**src/rtl/disp_scroll_ctrl.sv**
```systemverilog
// Scan/scroll controller for a 12-digit 14-segment display: a 16-entry message
// buffer is multiplexed onto one-hot digit selects, with optional circular scroll.
module disp_scroll_ctrl #(
    parameter int SCAN_DIV   = 4,
    parameter int SCROLL_DIV = 48
) (
    input  logic        clk,
    input  logic        rst,
    input  logic        wr_en,
    input  logic [3:0]  wr_addr,
    input  logic [4:0]  wr_char,
    input  logic [4:0]  msg_len,
    input  logic        scroll_en,
    output logic [11:0] sel,
    output logic [13:0] segm,
    output logic        frame_done
);
    localparam int PW = (SCAN_DIV > 1) ? $clog2(SCAN_DIV) : 1;
    localparam int FW = (SCROLL_DIV > 1) ? $clog2(SCROLL_DIV) : 1;
    localparam logic [PW-1:0] PMAX = PW'(SCAN_DIV - 1);
    localparam logic [FW-1:0] FMAX = FW'(SCROLL_DIV - 1);

    typedef struct packed {
        logic       en;
        logic [3:0] addr;
        logic [4:0] chr;
    } wr_req_t;

    function automatic logic [13:0] font(input logic [4:0] c);
        logic [13:0] f;
        case (c)
            5'd1:    f = 14'b11101111000000; // A
            5'd2:    f = 14'b11110001010010;
            5'd3:    f = 14'b10011100000000;
            5'd4:    f = 14'b11110000010010;
            5'd5:    f = 14'b10011111000000;
            5'd6:    f = 14'b10001110000000;
            5'd7:    f = 14'b10111101000000;
            5'd8:    f = 14'b01101111000000;
            5'd9:    f = 14'b10010000010010;
            5'd10:   f = 14'b01111000000000; // J
            5'd11:   f = 14'b00001110001100;
            5'd12:   f = 14'b00011100000000; // L
            5'd13:   f = 14'b01101100101000;
            5'd14:   f = 14'b01101100100100; // N
            5'd15:   f = 14'b11111100000000;
            5'd16:   f = 14'b11001111000000; // P
            5'd17:   f = 14'b11111100000100;
            5'd18:   f = 14'b11001111000100;
            5'd19:   f = 14'b10110111000000;
            5'd20:   f = 14'b10000000010010; // T
            5'd21:   f = 14'b01111100000000; // U
            5'd22:   f = 14'b00001100001001;
            5'd23:   f = 14'b01101100000101;
            5'd24:   f = 14'b00000000101101; // X
            5'd25:   f = 14'b00000000101010;
            5'd26:   f = 14'b10010000001001;
            default: f = 14'b0;
        endcase
        return f;
    endfunction

    wr_req_t          wr_req;
    logic [15:0][4:0] buf_q;

    logic             started_q;
    logic [PW-1:0]    presc_q;
    logic [3:0]       digit_q, ptr_q, offset_q;
    logic [4:0]       len_q;
    logic             scroll_q;
    logic [FW-1:0]    fcnt_q;
    logic [11:0]      sel_q;
    logic [13:0]      segm_q;
    logic             fd_q;

    logic             slot_start, boundary, scroll_eff;
    logic [3:0]       digit_d, ptr_d, offset_d;
    logic [4:0]       len_new, len_eff, off_inc, ptr_inc, chr;
    logic [FW-1:0]    fcnt_d;

    assign wr_req = '{en: wr_en, addr: wr_addr, chr: wr_char};

    always_comb begin
        slot_start = !started_q || (presc_q == PMAX);
        digit_d    = (!started_q || digit_q == 4'd11) ? 4'd0 : digit_q + 4'd1;
        boundary   = slot_start && (digit_d == 4'd0);
        len_new    = (msg_len == 5'd0) ? 5'd1 : ((msg_len > 5'd16) ? 5'd16 : msg_len);

        // Scroll bookkeeping counts frames that were displayed with scrolling on.
        fcnt_d  = '0;
        off_inc = '0;
        if (scroll_q) begin
            if (fcnt_q == FMAX) begin
                fcnt_d  = '0;
                off_inc = {1'b0, offset_q} + 5'd1;
            end else begin
                fcnt_d  = fcnt_q + FW'(1);
                off_inc = {1'b0, offset_q};
            end
        end
        // One compare covers both the circular wrap and a shrinking length.
        offset_d = (off_inc >= len_new) ? 4'd0 : off_inc[3:0];

        ptr_inc = {1'b0, ptr_q} + 5'd1;
        ptr_d   = boundary ? offset_d : ((ptr_inc == len_q) ? 4'd0 : ptr_inc[3:0]);

        len_eff    = boundary ? len_new : len_q;
        scroll_eff = boundary ? scroll_en : scroll_q;

        chr = '0;
        if (scroll_eff)
            chr = buf_q[ptr_d];
        else if ({1'b0, digit_d} < len_eff)
            chr = buf_q[digit_d];
    end

    always_ff @(posedge clk) begin
        if (rst) begin
            started_q <= 1'b0;
            presc_q   <= '0;
            digit_q   <= '0;
            ptr_q     <= '0;
            offset_q  <= '0;
            len_q     <= 5'd1;
            scroll_q  <= 1'b0;
            fcnt_q    <= '0;
            sel_q     <= '0;
            segm_q    <= '0;
            fd_q      <= 1'b0;
            buf_q     <= '0;
        end else begin
            started_q <= 1'b1;
            presc_q   <= slot_start ? '0 : presc_q + PW'(1);
            fd_q      <= boundary && started_q;
            if (slot_start) begin
                digit_q <= digit_d;
                ptr_q   <= ptr_d;
                sel_q   <= 12'b1 << digit_d;
                segm_q  <= font(chr);
            end
            if (boundary) begin
                len_q    <= len_new;
                scroll_q <= scroll_en;
                offset_q <= offset_d;
                fcnt_q   <= fcnt_d;
            end
            // Buffer read above uses pre-edge contents, so a same-edge write shows next scan.
            for (int i = 0; i < 16; i++)
                if (wr_req.en && wr_req.addr == 4'(i))
                    buf_q[i] <= wr_req.chr;
        end
    end

    assign sel        = sel_q;
    assign segm       = segm_q;
    assign frame_done = fd_q;

endmodule

```
**config.mk**
```make
export PLATFORM = sky130hd
export DESIGN_NAME = disp_scroll_ctrl
export DESIGN_NICKNAME = d
export VERILOG_FILES = /design/src/rtl/disp_scroll_ctrl.sv
export SDC_FILE = /design/constraint.sdc
export NUM_CORES = 1
export LEC_CHECK = 0
export BUFFER_PORTS_ARGS = -buffer_cell sky130_fd_sc_hd__buf_4
export CAP_MARGIN = 40
export CORE_MARGIN = 3
export CORE_UTILIZATION = 33
export CTS_BUF_LIST = sky130_fd_sc_hd__clkbuf_2
export CTS_CLUSTER_DIAMETER = 100
export DETAILED_ROUTE_END_ITERATION = 12
export SYNTH_ARGS = -nofsm -noshare
export SYNTH_HDL_FRONTEND = slang
export SYNTH_SLANG_ARGS = --single-unit
export TNS_END_PERCENT = 50
```
**constraint.sdc**
```tcl
create_clock -name clk -period 13.33 [get_ports clk]
set_input_delay 1.333 -clock clk [delete_from_list [all_inputs] [get_ports clk]]
set_output_delay 1.333 -clock clk [all_outputs]
set_load 0.05 [all_outputs]
```
==> results of run 1 <==
==> metrics by stage <==
stage	instance area (µm²)	hold WS (ns)	power (µW)	worst slack, ns
after detailed placement	8390	0.431	588	7.20
after global placement	8340	0.421	583	7.22
after CTS	8650	0.456	859	7.36
after floorplan	7860	0.408	541	8.26
final	8650	0.448	855	7.27
after global routing	8650	0.483	893	6.76
==> cell usage after synthesis, types with 5 or more instances <==
cell	n	share of area (%)
o31ai_1	7	0.67
o21ai_0	44	2.8
mux2i_1	100	13
a31oi_1	12	0.95
nand4_1	10	0.80
nand2_1	64	3.1
mux2_2	9	1.3
nor2_1	124	5.9
nor3_1	16	1.0
xor2_1	8	0.89
and3_1	17	1.4
clkbuf_1	38	1.8
o211ai_1	10	0.95
and2_1	10	0.80
a21oi_1	45	2.9
a221oi_1	12	1.3
nor2b_1	5	0.40
dfxtp_1	134	34
ha_1	19	3.0
or3_1	5	0.40
buf_1	6	0.29
a211oi_1	13	1.2
buf_4	7	0.67
inv_1	24	1.1
buf_2	16	1.0
nand3_1	37	2.4
a2111oi_0	5	0.56
nand3b_1	5	0.48
a21boi_0	6	0.57
o22ai_1	17	1.4
nand2b_1	10	0.80
==> power groups by stage <==
stage	Sequential, µW	Combinational [µW]	Clock [µW]
2_1_floorplan	438	104	0
5_1_grt	421	176	296
4_1_cts	419	161	279
3_3_place_gp	427	156	0
3_5_place_dp	427	161	0
6_report	419	164	272
==> path summary, 6_finish.rpt <==
kind	cells past startpoint	from	endpoint	slack (ns)
setup / recovery	19	fcnt_q[0]	segm[10]	7.27
hold / removal	1	presc_q[0]	presc_q[0]	0.45
setup reg to reg	19	fcnt_q[0]	segm[10]	7.27
hold reg to reg	1	presc_q[0]	presc_q[0]	0.45
==> logic make-up (layout without fill, tap and decap cells) <==
logic type | after synthesis | in the layout
buffers and inverters | 94 | 115
flip-flops | 134 | 134
AO/OA/AOI/OAI | 234 | 234
AND/OR/NAND/NOR | 325 | 325
multiplexers | 113 | 113
adder cells (fa/ha/maj) | 19 | 19
XOR/XNOR | 13 | 13
==> state kept, by name, summed over array words and instances, names as in the netlist <==
signal / flops
scroll_q: 1
fcnt_q: 6
segm: 14
frame_done: 1
offset_q: 4
digit_q: 4
sel: 12
started_q: 1
buf_q: 80
len_q: 5
presc_q: 2
ptr_q: 4
==> cell type report <==
class	count	area [µm²]	area share, %
Multi-Input combinational cell	704	4770	55.2
Sequential cell	134	2680	31.0
Timing Repair Buffer	58	443	5.12
Tap cell	313	392	4.53
Clock inverter	11	158	1.82
Clock buffer	20	100	1.16
Inverter	26	97.6	1.13
==> critical path, stage by stage, from the launching register on <==
cell	delay [ns]
dfxtp_1	0.41
ha_1	0.35
inv_1	0.14
nor4_1	0.36
mux2i_1	0.32
ha_1	0.30
a21oi_1	0.13
a21boi_0	0.13
a2111oi_2	0.53
nand3_2	0.48
and3_1	0.38
o32ai_1	0.36
o22ai_1	0.15
a221oi_2	0.74
inv_1	0.22
ha_1	0.34
inv_1	0.14
mux2i_1	0.09
a221oi_1	0.29
a211oi_1	0.07
==> metal layers <==
metal  wire (µm)  GRT usage (%)  share of wire [%]  vias to the layer above
met5           0              0                  0                        -
met4         514           5.13                2.1                        0
met3        1920           4.98                7.9                       42
met2       10400           28.0                 43                      301
li1            -              -                  -                     3449
met1       11600           27.2                 47                     3410
==> metrics.txt, run 1 <==
Die Wd=approximately 160 µm; status=complete, no violations; Clock Tree Buf Depth=2; post-synthesis mux area share=15.2%; die footprint=between 20000 and 30000 µm²; core area=23100 µm²; worst skew pair latency=0.74 ns; Clk pin slew, worst setup/hold paths=approximately 0.19 ns; gpl congestion=0.956; Post-CTS Setup Bufs=0; CTS Root Cell=clkbuf_2; most frequent cells in the layout=134 x dfxtp_1, 124 x nor2_1, 100 x mux2i_1; Power Density=98.9 nW/µm²; Vias=7202; Total GRT Usage=around a fifth; static leakage=roughly 0.0033 µW; initial core utilization=between 30% and 40%; max-cap violations=0; vias in the first global route=~6700; Post-synth EDFFs=0; XOR/XNOR Fraction of Synth Area=1.81%; Final #Nets=978; Synth async-reset ratio=0%; Worst EP required=13.93 ns; non-filler cells, final=approximately 1300; Peak Freq=0.165 GHz; Mapped Cells=between 900 and 1000; RSZ-0062 raised after global routing=false; HP Class=register to register; worst-case vdd ir drop=0.0000548 V; Switching Fraction=roughly a third; Core Util, Final=37.5%; share of cells above drive strength 1=11.9%; startpoint types=register; Area Growth Syn to Fin=9.96%; DIE HEIGHT=around 160 µm; Fin Clk Skew=0.0505 ns; switching power=268 µW; Fillers=between 2000 and 2500; n_diodes=0; syn_nets=969; Pint=just under 600 µW; setup tns final=0 ns; Pre-antenna DRT Iters=6; CP max FO=22; Flop pwr share=about half; GR Overflow Total=0; synthesized area=slightly below 8000 µm²; post-synthesis average cell area=8.44 µm²; CTS resizes=0; CTS buffer count=17; complex-gate fraction of the synthesized area=21.1%; drt total wl=24400 µm; Combinational Power Share=19.2%; Final Hold Vio Count=0; Synth Area in Simple Gates=between 15 and 20%; warnings from Yosys=0; IO Count=45; Max Slew Vio Count=0; Final Cycle Share=45.4%; FP Rows=55; final setup violation count=0; CTS Hold Buffers Added=0; post-synthesis sequential area ratio=34.1%; initial antenna violation count=0; placed insts=about 1200; most common cell after layout, fill and taps aside=dfxtp_1; CTS sink cnt=134; CTS tree=done; Crit Path Category=register to register; Critical Path AT=6.66 ns; Wirelength per Cell=19.3 µm; DRC=0; pin count of the biggest net entering global routing=between 50 and 60; Final HPWL DP=17500 µm; Adder-Cell Fraction of Synth Area=3.02%; Tmin final=between 6 and 7 ns; Slew @ Worst Pin=approximately 0.9 ns; Synth Flop Type=dfxtp_1; Seq cells post-synth=approximately 130; largest family of logic cells by synthesized area=compound AO/OA/AOI/OAI gates; Slew headroom=39.7%; IO Port Bufs=44; H-tree depth=4; CP Capture Type=register; number of distinct library cells after synthesis=81; Post-DRT Antenna Nets=0; Clock Power Share=31.8%; first-pass GRT wire length=about 39000 µm; vias per cell=5.69; Starting DRT DRC Count=925
No activity file was read; power rests on OpenSTA's default activity.
==> inputs of run 2 (changes only) <==
clock period = 5.2 ns   (was 13.33 ns; I/O delays follow)
==> metrics.txt, run 2 (synthesis results as in run 1) <==
status=complete, no violations; reg-to-reg slack, setup=~0.24 ns; Slew @ Worst Pin=0.885 ns; critical path endpoint=segm[10]; vias per cell=roughly 5.7; HP Start=wr_char[4]; startpoint types=register; drt total wl=25500 µm; first-pass GRT wire length=40100 µm; Max Slew Vio Count=0; r2r startpoint=fcnt_q[0]; Final Cycle Share=95.3%; Post-DRT Antenna Nets=0; share of cells above drive strength 1=16.2%; Worst EP required=5.81 ns; CTS Root Cell=clkbuf_2; Crit Path Category=register to register; Slew headroom=40.4%; static leakage=0.00351 µW; Final Hold Vio Count=0; Die Wd=160 µm; worst-case vdd ir drop=approximately 0.00015 V; Starting DRT DRC Count=between 700 and 800; final setup violation count=0; Peak Freq=between 0.2 and 0.25 GHz; Power Density=246 nW/µm²; HP Class=primary input to register; Fillers=between 2000 and 2500; Total GRT Usage=19.6%; Cell Area, Placed=8600 µm²; Tmin final=4.96 ns; Area Growth Syn to Fin=14.7%; cells on worst reg2reg path=21; CTS buffer count=17; Clock Tree Buf Depth=2; max FFs per register=80; worst skew pair latency=0.74 ns; pin count of the biggest net entering global routing=54; DIE HEIGHT=160 µm; CP Capture Type=register; most frequent cells in the layout=131 x dfxtp_1, 123 x nor2_1, 100 x mux2i_1; CTS tree=done; worst setup path start=fcnt_q[0]; setup tns final=0 ns; Hold WS=0.122 ns; H-tree depth=4; initial core utilization=between 30% and 40%; max-cap violations=0; most common cell after layout, fill and taps aside=dfxtp_1; core area=23100 µm²; RSZ-0062 raised after global routing=false; Fin Clk Skew=0.0328 ns; Pre-antenna DRT Iters=6; FP Rows=55; post-route cell area=9020 µm²; Critical Path AT=about 5.6 ns; IO Count=45; GR Overflow Total=0; vias in the first global route=roughly 7000; Largest Register=buf_q; IO Port Bufs=44; Final HPWL DP=18300 µm; initial antenna violation count=1; die footprint=25700 µm²; gpl congestion=0.943; DRC=0; Vias=about 7500; Clk pin slew, worst setup/hold paths=between 0.2 and 0.25 ns; CTS sink cnt=134; terminus of the critical flop-to-flop path=segm[10]; Wirelength per Cell=19.4 µm; Final #Nets=1020; CP max FO=14
-- run 2: area by class of cell --
class | instances | area [µm²] | share of cell area [%]
sequential | 134 | 2690 | 29.8
clock inverter | 14 | 158 | 1.75
tap | 313 | 392 | 4.34
multi-input combinational | 704 | 4820 | 53.4
inverter | 26 | 97.6 | 1.08
timing repair buffer | 100 | 777 | 8.61
antenna | 1 | 2.50 | 0.0277
clock buffer | 18 | 90.1 | 0.999
-- run 2: per-stage QoR --
| step | setup WS (ns) | utilization (%) | total power (µW) | cells |
|---|---|---|---|---|
| 3_5_place_dp | 0.106 | 37.3 | 1530 | 1261 |
| 4_1_cts | 0.0492 | 38.4 | 2200 | 1294 |
| 5_1_grt | 0.0127 | 39.1 | 2320 | 1310 |
| 2_1_floorplan | 0.411 | - | 1390 | 932 |
| 6_report | 0.244 | 39.1 | 2220 | 1310 |
| 3_3_place_gp | 0.0842 | 37.1 | 1530 | 1257 |
-- run 2: repair_timing --
item / in CTS / in global routing
gates resized for setup: 0 / 13
hold buffers: 1 / 0
buffers inserted: 0 / 15
endpoints found under the hold margin: 1 / 0
setup endpoints to repair: 0 / 14
-- run 2: per-layer routing --
| metal | share of wire (%) | vias to the layer above | wire length [µm] | global-route usage [%] |
|---|---|---|---|---|
| li1 | - | 3530 | - | - |
| met1 | 46 | 3599 | 11700 | 27.6 |
| met2 | 45 | 284 | 11400 | 30.5 |
| met3 | 7.7 | 42 | 1950 | 4.75 |
| met4 | 1.5 | 0 | 377 | 4.26 |
| met5 | 0 | - | 0 | 0 |
-- run 2: power breakdown --
part	internal, µW	leakage, µW	total (µW)	switching (µW)
clock	265	0.000147	676	411
combinational	174	0.00227	471	297
sequential	1050	0.00109	1070	20.3
-- run 2: critical path, cell delays in order, from the launching register on --
cell and delay (ns):
dfxtp_2 0.40, ha_1 0.17, inv_1 0.09, nor4_2 0.29, mux2i_1 0.32, ha_1 0.31
nand4_1 0.09, o211ai_1 0.14, a2111oi_4 0.43, nand3_2 0.20, buf_4 0.25, a32o_1 0.27
o32ai_2 0.16, o22ai_1 0.14, a221oi_2 0.33, buf_4 0.22, inv_1 0.10, ha_1 0.29
inv_1 0.15, mux2i_1 0.08, a221oi_1 0.31, a211oi_1 0.08
-- run 2: how the worst min path moves through the flow --
stage,endpoint,depth (start not counted)
global route,buf_q[1],3
global placement,presc_q[0],1
detailed placement,presc_q[0],1
floorplan,presc_q[0],1
finish,buf_q[4],3
CTS,buf_q[4],3
==> inputs of run 3 (changes only) <==
PLACE_DENSITY = 0.54   (was not set)
==> metrics.txt, run 3 (synthesis results as in run 1) <==
vias per cell=5.59; DIE HEIGHT=roughly 160 µm; drt total wl=26100 µm; CP max FO=12; cell with the largest stage delay on the worst path=a211oi_4; Final Hold Vio Count=0; delay of the slowest critical-path stage=0.46 ns; most used cell, CP=buf_4; Wirelength per Cell=20.2 µm; r2r startpoint=fcnt_q[0]; worst-case vdd ir drop=0.000171 V; max-cap violations=0; CTS Root Cell=clkbuf_2; Fin Clk Skew=0.0388 ns; Final Cycle Share=94.8%; die footprint=25700 µm²; Starting DRT DRC Count=641; pin count of the biggest net entering global routing=57; Slew headroom=43.3%; Largest Register=buf_q; initial antenna violation count=1; Power Density=249 nW/µm²; CTS sink cnt=134; Core Util, Final=38.4%; Tmin final=4.93 ns; vias in the first global route=approximately 7100; area of the multi-input gates=around 4800 µm²; Sequential cell area=2680 µm²; Clock Tree Buf Depth=2; HP Class=primary input to register; Worst EP required=about 6 ns; Total GRT Usage=20.4%; worst setup path start=fcnt_q[0]; Final #Nets=1004; status=complete, no violations; most common cell after layout, fill and taps aside=dfxtp_1; setup tns final=0 ns; Critical Path AT=approximately 5.6 ns; max FFs per register=80; final setup violation count=0; CP Capture Type=register; HP Start=msg_len[4]; IO Count=45; IO Port Bufs=44; Slew @ Worst Pin=0.847 ns; Fillers=2428; CTS buffer count=17; core area=23100 µm²; GR Overflow Total=0; critical path, cell by cell=ha_1 > inv_1 > nor4_2 > mux2i_1 > ha_1 > a21oi_1 > a21boi_0 > a2111oi_2 > buf_4 > nand3_2 > buf_4 > and3_1 > a2111oi_0 > nor4_1 > buf_4 > a211oi_4 > buf_4 > mux2i_1 > a221oi_1 > a211oi_1; DRC=0; Max Slew Vio Count=0; CTS tree=done; Die Wd=160 µm; worst skew pair latency=0.76 ns; Crit Path Category=register to register; worst path bufs/invs=5; startpoint types=register; Vias=7229; Peak Freq=0.203 GHz; initial core utilization=around 34%; gpl congestion=~0.97; Final HPWL DP=19000 µm; Area Growth Syn to Fin=12.6%; FP Rows=55; static leakage=0.00342 µW; Pre-antenna DRT Iters=5; H-tree depth=4; most frequent cells in the layout=134 x dfxtp_1, 123 x nor2_1, 100 x mux2i_1; Post-DRT Antenna Nets=0; first-pass GRT wire length=41600 µm; Clk pin slew, worst setup/hold paths=0.21 ns; Top delay family on crit path=compound AO/OA/AOI/OAI gates; share of cells above drive strength 1=15.1%
==> run 3: changes by cell type in the layout (fill, tap and decap cells not counted), moves of 3 or more <==
| cell | previous run | this run |
|---|---|---|
| o21ai_0 | 41 | 44 |
| dfxtp_1 | 131 | 134 |
| buf_4 | 96 | 84 |
| dfxtp_2 | 3 | 0 |
| o21ai_1 | 6 | 3 |
==> run 3: per-stage QoR <==
step	worst slack [ns]	power [µW]	instances	hold slack, ns	area, µm²
finish	0.270	2210	1294	0.130	8850
global route	-0.0472	2300	1294	0.0857	8850
CTS	0.0477	2210	1290	0.0876	8810
detailed placement	0.0802	1530	1258	0.432	8550
global placement	0.0485	1530	1256	0.428	8540
floorplan	0.411	1390	932	0.408	7860
==> run 3: routing by layer <==
layer | global-route usage (%) | up-vias | part of all wire, %
li1 | - | 3506 | -
met1 | 29.3 | 3484 | 49
met2 | 31.6 | 212 | 44
met3 | 3.74 | 27 | 5.0
met4 | 5.48 | 0 | 1.5
met5 | 0 | - | 0
==> run 3: final cells by class <==
type                    count  area share, %
diodes                      1         0.0283
clock buffers              19           1.07
clock inverters            13           1.77
inverters                  26           1.10
multi-input cells         704           54.2
flip-flops and latches    134           30.3
well taps                 313           4.42
repair buffers             84           7.12
==> run 3: final timing paths <==
path / endpoint / slack, ns / cells past startpoint
worst max register to register: segm[10] / 0.27 / 20
worst max-delay path: segm[10] / 0.27 / 20
worst min register to register: presc_q[0] / 0.45 / 1
worst min-delay path: len_q[0] / 0.13 / 4
==> run 3: timing repair <==
item | 4_1_cts | 5_1_grt
setup buffers | 0 | 3
endpoints found under the setup margin | 0 | 14
hold buffers | 0 | 0
gates resized for setup | 0 | 10
==> run 3: where the power goes <==
part           internal, µW  switching (µW)  total [µW]
clock network           271             416         687
registers              1050            20.2        1070
logic                   155             294         448
total                  1480             730        2210
==> run 3: worst min-delay path, cell delays in order <==
cell and delay [ns]:
buf_4 0.08, nor2_1 0.06, nand3_1 0.11, nand3_1 0.07
